[config.mk]
export PLATFORM = sky130hd
export DESIGN_NAME = fft_bin_bar_scaler
export DESIGN_NICKNAME = d
export VERILOG_FILES = /design/src/rtl/fft_bin_bar_scaler.sv
export SDC_FILE = /design/constraint.sdc
export NUM_CORES = 2
export LEC_CHECK = 0
export ABC_AREA = 1
export CAP_MARGIN = 20
export CORE_UTILIZATION = 55
export CTS_CLUSTER_DIAMETER = 80
export CTS_CLUSTER_SIZE = 40
export DETAILED_ROUTE_END_ITERATION = 16
export GPL_ROUTABILITY_DRIVEN = 0
export HOLD_SLACK_MARGIN = 0.06
export MAX_ROUTING_LAYER = met4
export PLACE_DENSITY = 0.8
export SYNTH_ARGS = -nofsm -noshare
export SYNTH_HDL_FRONTEND = slang
export SYNTH_SLANG_ARGS = --single-unit
export TNS_END_PERCENT = 100
[constraint.sdc]
create_clock -name clk -period 8.47 [get_ports clk]
set_input_delay 1.694 -clock clk [delete_from_list [all_inputs] [get_ports clk]]
set_output_delay 1.694 -clock clk [all_outputs]
set_load 0.1 [all_outputs]
[src/rtl/fft_bin_bar_scaler.sv]
// rtl/fft_bin_bar_scaler.sv - FFT bins to peak-hold histogram bar heights
// One bin per cycle through a shared magnitude datapath; all bars commit together.
module fft_bin_bar_scaler #(
  parameter int NUM_BINS   = 8,
  parameter int DATA_WIDTH = 32,
  parameter int SHIFT      = 11,
  parameter int MAX_HEIGHT = 24,
  parameter int DECAY      = 1
) (
  input  logic                           clk,
  input  logic                           reset,
  input  logic                           in_valid,
  input  logic [NUM_BINS*DATA_WIDTH-1:0] frequency_bins,
  output logic                           in_ready,
  output logic [NUM_BINS*DATA_WIDTH-1:0] bar_heights,
  output logic                           out_valid
);

  localparam int IDX_W = (NUM_BINS > 1) ? $clog2(NUM_BINS) : 1;
  localparam logic [IDX_W-1:0]      LAST_IDX = IDX_W'(NUM_BINS - 1);
  localparam logic [17:0]           MAX_H18  = 18'(MAX_HEIGHT);
  localparam logic [DATA_WIDTH-1:0] MAX_W    = DATA_WIDTH'(MAX_HEIGHT);
  localparam logic [DATA_WIDTH-1:0] DECAY_W  = DATA_WIDTH'(DECAY);

  typedef enum logic [1:0] {IDLE, CALC, COMMIT} state_t;

  state_t                          state_q;
  logic [IDX_W-1:0]                idx_q;
  logic [NUM_BINS*DATA_WIDTH-1:0]  snap_q;
  logic [NUM_BINS*DATA_WIDTH-1:0]  shadow_q;
  logic [NUM_BINS*DATA_WIDTH-1:0]  bars_q;
  logic                            out_valid_q;

  // 17-bit magnitude so that -32768 maps to +32768 without wrapping.
  function automatic logic [16:0] abs17(input logic [15:0] v);
    logic [16:0] e;
    e = {v[15], v};
    return v[15] ? (17'd0 - e) : e;
  endfunction

  logic [DATA_WIDTH-1:0] bin_w;
  logic [16:0]           a, b, mx, mn;
  logic [17:0]           mag, scaled;
  logic [DATA_WIDTH-1:0] s_w, h_w, d_w, res_w;

  always_comb begin
    bin_w  = snap_q[int'(idx_q)*DATA_WIDTH +: DATA_WIDTH];
    a      = abs17(bin_w[31:16]);
    b      = abs17(bin_w[15:0]);
    mx     = (a > b) ? a : b;
    mn     = (a > b) ? b : a;
    mag    = {1'b0, mx} + {2'b00, mn[16:1]};
    scaled = mag >> SHIFT;
    s_w    = (scaled > MAX_H18) ? MAX_W : DATA_WIDTH'(scaled);
    h_w    = bars_q[int'(idx_q)*DATA_WIDTH +: DATA_WIDTH];
    d_w    = (h_w > DECAY_W) ? (h_w - DECAY_W) : '0;
    res_w  = (s_w > d_w) ? s_w : d_w;
  end

  always_ff @(posedge clk) begin
    if (reset) begin
      state_q     <= IDLE;
      idx_q       <= '0;
      snap_q      <= '0;
      shadow_q    <= '0;
      bars_q      <= '0;
      out_valid_q <= 1'b0;
    end else begin
      out_valid_q <= 1'b0;
      case (state_q)
        IDLE: begin
          if (in_valid) begin
            snap_q  <= frequency_bins;
            idx_q   <= '0;
            state_q <= CALC;
          end
        end
        CALC: begin
          shadow_q[int'(idx_q)*DATA_WIDTH +: DATA_WIDTH] <= res_w;
          if (idx_q == LAST_IDX) begin
            state_q <= COMMIT;
          end else begin
            idx_q <= idx_q + 1'b1;
          end
        end
        COMMIT: begin
          bars_q      <= shadow_q;
          out_valid_q <= 1'b1;
          state_q     <= IDLE;
        end
        default: state_q <= IDLE;
      endcase
    end
  end

  assign in_ready    = (state_q == IDLE);
  assign bar_heights = bars_q;
  assign out_valid   = out_valid_q;

endmodule

Word level (Yosys, flattened, before mapping)
Index checks and enable logic that the tools add are counted.
{"block": "op_classes", "addsub": 6, "n_mul": 0, "n_div": 0, "n_lt_le_gt_ge": 4, "eq_ne": 6, "n_shift": 4, "muxes": 15, "bitwise_logic": 0, "reduce_logical": 5}
{"operator": "256-bit by 9-bit indexed part select with 32-bit output", "n": 2}
{"operator": "256-bit bitwise mux", "n": 1}
{"operator": "32-bit by 33-bit variable shift with 256-bit output (first input constant)", "n": 1}
{"operator": "32-bit by 33-bit indexed part select with 256-bit output", "n": 1}
{"operator": "17-bit two-way mux", "n": 4}
{"operator": "32-bit two-way mux", "n": 2}
{"operator": "1-bit by 16-bit subtractor with 17-bit output (first input constant)", "n": 2}
{"operator": "8-bit negator with 33-bit output", "n": 1}
{"operator": "32-bit by 1-bit > comparator with 1-bit output (second input constant)", "n": 1}
{"operator": "7-bit by 32-bit > comparator with 1-bit output", "n": 1}
{"operator": "32-bit by 1-bit subtractor with 32-bit output (second input constant)", "n": 1}
{"operator": "17-bit by 16-bit adder with 18-bit output", "n": 1}
{"operator": "17-bit > comparator", "n": 1}
{"operator": "7-bit by 5-bit > comparator with 1-bit output (second input constant)", "n": 1}
{"operator": "7-bit two-way mux", "n": 1}
{"operator": "3-bit two-way mux", "n": 2}
{"operator": "2-bit inequality test (second input constant)", "n": 3}
{"operator": "3-bit one-hot mux with 2 select lines", "n": 1}
{"operator": "2-bit two-way mux", "n": 2}
{"operator": "2-bit one-hot mux with 2 select lines", "n": 1}
{"operator": "2-bit AND reduction", "n": 2}
{"operator": "3-bit by 1-bit adder with 3-bit output (second input constant)", "n": 1}
{"operator": "3-bit == test (second input constant)", "n": 1}
{"operator": "3-bit AND reduction", "n": 1}
{"operator": "other kinds (5)", "n": 5}
{"block": "totals", "reg_bits": 774, "latch_bits": 0, "mem_bits_rw": 0, "rom_bits": 0, "out_inout_bits": 258, "word_cells": 46, "n_memories": 0}

Logic depth before layout (Yosys ltp)
{"block": "depth", "ltp_word": 12, "ltp_mapped": 60, "mapped_depth_nobuf": 55}

Least setup slack after synthesis
No wires, ideal clock.
{"block": "synth_timing", "kind": "register -> register", "startpoint": "reg idx_q[0]", "endpoint": "reg shadow_q[131]", "setup_ps": 115, "t_arrival_ps": 7026, "required_ps": 8355, "slack_ps": 1328, "path_stages_with_launch": 56, "path_cell_list": "dfxtp_1 buf_6 buf_4 buf_4 buf_2 nor2_1 nor2_1 o21ai_0 o21ai_0 nand2_1 nand2_1 inv_1 ha_1 nand2_1 or3_1 nor3_1 nand2_1 nor3_1 [... 20 more ...] nand2_1 nand3_1 nand3_1 inv_1 ha_1 inv_1 o21bai_1 a221oi_1 o21ai_0 a21oi_1 nor2_1 nand3_1 nor3_1 nand3_1 nand2_1 nand2_1 o21ai_0 inv_1"}
{"block": "synth_between", "elab_chain_len": 12, "word_cells_on_any_way": 21, "cone_classes": "5 x add/sub; 4 x order compare; 4 x shift; 8 x mux"}
{"element": "start, declared", "line_no": "28", "source": "logic [IDX_W-1:0] idx_q;"}
{"element": "start signal, assigned", "line_no": "83", "source": "idx_q <= idx_q + 1'b1;"}
{"element": "256-bit by 9-bit indexed part select with 32-bit output", "line_no": "47", "source": "bin_w = snap_q[int'(idx_q)*DATA_WIDTH +: DATA_WIDTH];"}
{"element": "1-bit by 16-bit subtractor with 17-bit output", "line_no": "38", "source": "return v[15] ? (17'd0 - e) : e;"}
{"element": "17-bit two-way mux", "line_no": "38"}
{"element": "17-bit > comparator", "line_no": "50, 51"}
{"element": "17-bit two-way mux (on tied branches)", "line_no": "50, 51"}
{"element": "17-bit by 16-bit adder with 18-bit output", "line_no": "52", "source": "mag = {1'b0, mx} + {2'b00, mn[16:1]};"}
{"element": "7-bit by 5-bit > comparator with 1-bit output", "line_no": "54", "source": "s_w = (scaled > MAX_H18) ? MAX_W : DATA_WIDTH'(scaled);"}
{"element": "7-bit two-way mux", "line_no": "54"}
{"element": "7-bit by 32-bit > comparator with 1-bit output", "line_no": "57", "source": "res_w = (s_w > d_w) ? s_w : d_w;"}
{"element": "32-bit two-way mux", "line_no": "57"}
{"element": "32-bit by 33-bit indexed part select with 256-bit output", "line_no": "79", "source": "shadow_q[int'(idx_q)*DATA_WIDTH +: DATA_WIDTH] <= res_w;"}
{"element": "256-bit bitwise mux *", "line_no": "79"}
{"element": "end signal, assigned by index", "line_no": "79"}
{"element": "end, declared", "line_no": "30", "source": "logic [NUM_BINS*DATA_WIDTH-1:0] shadow_q;"}
Mark *: on every way between the ends. The rest lies on a longest branch, timed or not.
A chain may end at the register's enable or synchronous reset.

Worst setup path after layout
{"block": "layout_timing", "startpoint": "reg idx_q[0]", "endpoint": "reg shadow_q[33]"}
The elaborated chain is that of the path after synthesis.

==> implementation parameters <==
Parameter                              Value

Drt
  Avg Vias per Cell    5.86
  Routed wire length    126 mm
  DR vias    36100
  DRC viols    0
  Number of iterations in the first detailed-routing pass    8
  First-iteration detailed-routing DRC count    5275
  Average detailed-routed wire length per instance    about 21 microns
  Antenna-violating nets left    0

Clock network
  CTS tree    yes
  Clock Pin Slew Worst Setup and Hold Paths    between 0.1 and 0.15 ns
  CTS sink count    774
  Latest clock arrival within the worst-skew pair    0.63 ns
  Buffer depth of the longest clock path    3
  Hold-fix buffer count after cts    0
  Number of buffers created by CTS    35
  Htree depth    2
  Root cell of the clock tree    clkbuf_16

Power and ir drop
  Maximum resistive drop on vdd    160 uV
  Static leakage power    16.7 nW
  Sw power    between 3 and 4 mW
  Total internal power    5.58 mW
  Clock power frac    roughly 25%
  Relative contribution of sequential cells to total power    42.7%
  Combinational fraction of design power    about a third
  Switching fraction of total power    about 38%
  Power per unit of standard cell area    217 nW/um^2

Yosys
  Proportion of synthesized area in mux cells    0%
  Compound-Gate Fraction of Synth Area    22.3%
  Sequential fraction of the synthesis area    44.3%
  Post-synthesis adder-cell area fraction    1.79%
  Mean instance size in the synthesized netlist    6.93 sq um
  Area share of and/or/nand/nor cells after synthesis    22.1%
  Cell taking the most area after synthesis    dfxtp_1
  Leading cell types by total area after synthesis    dfxtp_1, o21ai_0, nor2_1, a21oi_1, nand2_1
  Cell count after synthesis    5043
  Area share of xor/xnor cells in the synthesized design    0.852%
  YS warnings    0
  Fraction of registers with async set/reset    0%
  Seq cells post-synth    774
  Fraction of synthesized cell area taken by the top area cell type    44.3%
  Number of flops mapped to enable cells by yosys    0
  Count of cell types in the netlist    47
  Post-synthesis instance area    35000 sq um
  Largest family of logic cells by synthesized area    compound AO/OA/AOI/OAI gates
  Most common flop cell mapped by yosys    dfxtp_1

Die
  Total core area    about 63000 sq um
  Num rows    92
  Floorplan die area    64600 sq um
  Width of the chip    254 microns
  Initial standard-cell utilization of the core    55.5%
  Height of the chip    254 microns
  I/O Pins    517

Global route
  Initial antenna violation count    2
  Pin count of the biggest net entering global routing    268
  Global-route wire length before repair    187 mm
  Vias in the first global route    31900
  GRT Total Usage    39.0%
  Remaining global-route overflow    0

Worst setup path
  Number of buffers and inverters on the critical path    9
  WP data arrival    8.30 ns
  Crit-path slowest cell    dfxtp_4
  Delay of the slowest cell on the worst path    around 0.51 ns
  Critical Path Start Type    register
  Cell type group with the largest total delay on the critical path    simple AND/OR/NAND/NOR gates
  Maximum fanout encountered on the critical timing path    71
  Crit Path Class    register to register
  Startpoint of the most critical register-to-register path    idx_q[0]
  Most common cell on crit path    nand2_1
  Critical Path End Type    register
  Worst setup path startpoint    idx_q[0]
  Data required time at the worst endpoint    8.99 ns

STA
  Number of pins exceeding their max-slew limit in the final report    0
  Maximum achievable frequency    128 MHz
  Post-layout min period    7.78 ns
  Final Hold Fails    0
  Max-slew headroom at the worst pin    between 10% and 20%
  Final setup vio count    0
  Actual transition at the worst max-transition pin    1.22 ns
  Worst Skew    around 0.067 ns
  Final cycle utilization of the critical path    91.9%

Cells and area
  Post-layout net count    around 5600
  FF/Latch Area    15500 sq um
  Final std cells w/o fill    approximately 6200
  Fraction of layout instances using a drive strength above 1    3.19%
  Area used by multi-input combinational logic    16600 sq um
  Leading cell type in the layout, fill and taps excluded    o21ai_0
  Most frequent cells in the layout    o21ai_0, nor2_1, dfxtp_1, nand2_1, a21oi_1
  Final instance area    41500 sq um
  Area delta synth->final    18.8%
  Filler Cells Inserted    between 5000 and 6000

Outcome
  Result of the run    finished clean

Placement
  Placed cells    just over 6000
  Number of port buffers    516
  Instance area at placement    ~40000 sq um
  Half-perimeter wire length after placement    89.3 mm

Job
  MaxCap Viol Count    0

Hold path
  Hold path start    snap_q[95]
  Path class of the lowest-slack min-delay path    register to register
-- metal layers --
metal	routed length [microns]	share of wire, %	GRT usage, %	vias up
met4	7380	5.8	19.4	0
met2	52400	42	54.4	2207
met3	16200	13	9.26	344
met5	0	0	-	-
met1	50300	40	52.5	16500
li1	-	-	-	17000
-- cells in the mapped netlist, drive strengths merged, types with 9 or more instances --
library cell	instances
o21ai	943
nor2	869
dfxtp	774
nand2	692
a21oi	518
inv	373
nand3	282
clkbuf	281
buf	87
ha	50
o22ai	50
xor2	23
nor3	21
nand3b	17
nand4	12
xnor2	11
o211ai	9
-- metrics by stage --
step / power, mW / hold WS (ns) / setup WS, ns / util, % / TNS [ns]
final: 9.00 / 0.466 / 0.687 / 65.9 / 0
after global routing: 9.41 / 0.484 / -0.0474 / 65.9 / -0.231
after CTS: 8.85 / 0.463 / 0.170 / 65.7 / 0
after detailed placement: 6.63 / 0.447 / 0.234 / 63.7 / 0
after global placement: 6.56 / 0.442 / 0.541 / 63.7 / 0
after floorplan: 5.82 / 0.424 / 1.33 / - / 0
-- cell families after synthesis --
logic type,after synthesis
simple gates,1905
compound gates,1535
flops,774
buf+inv,743
fa+ha+maj,50
xor+xnor,34
other cells,2
-- tightest hold or removal path, delay by kind of cell (launching register included) --
kind,cells,cell delay [ns]
flops,1,0.32
compound gates,1,0.06
buf+inv,1,0.06
-- area by class of cell --
type | instances | share of cell area [%]
multi-input cells | 3529 | 39.9
flip-flops and latches | 774 | 37.3
repair buffers | 564 | 13.5
inverters | 375 | 3.46
well taps | 846 | 2.55
clock buffers | 36 | 2.12
clock inverters | 26 | 1.02
repair inverters | 2 | 0.0301
diodes | 2 | 0.0121
-- what timing repair did --
item | CTS | global route
buffers inserted | 0 | 5
resized for setup | 0 | 16
endpoints found under the setup margin | 0 | 56
-- power groups by stage --
stage          registers (mW)  logic [mW]  clock network, mW
6_report                 3.85        2.87               2.28
5_1_grt                  3.86        3.14               2.42
4_1_cts                  3.85        2.72               2.28
3_5_place_dp             3.93        2.70                  0
3_3_place_gp             3.93        2.63                  0
2_1_floorplan            3.91        1.91                  0
-- registers in the layout (all words and copies together) (netlist names) --
signal and count:
bar_heights 256, state_q 2, out_valid 1, shadow_q 256, idx_q 3, snap_q 256
-- final timing paths --
| check | depth (start not counted) | slack (ns) | end |
|---|---|---|---|
| worst min register to register | 2 | 0.47 | snap_q[95] |
| worst min-delay path | 2 | 0.47 | snap_q[95] |
| worst max register to register | 50 | 0.69 | shadow_q[33] |
| worst max-delay path | 50 | 0.69 | shadow_q[33] |
No activity file was read; power rests on OpenSTA's default activity.
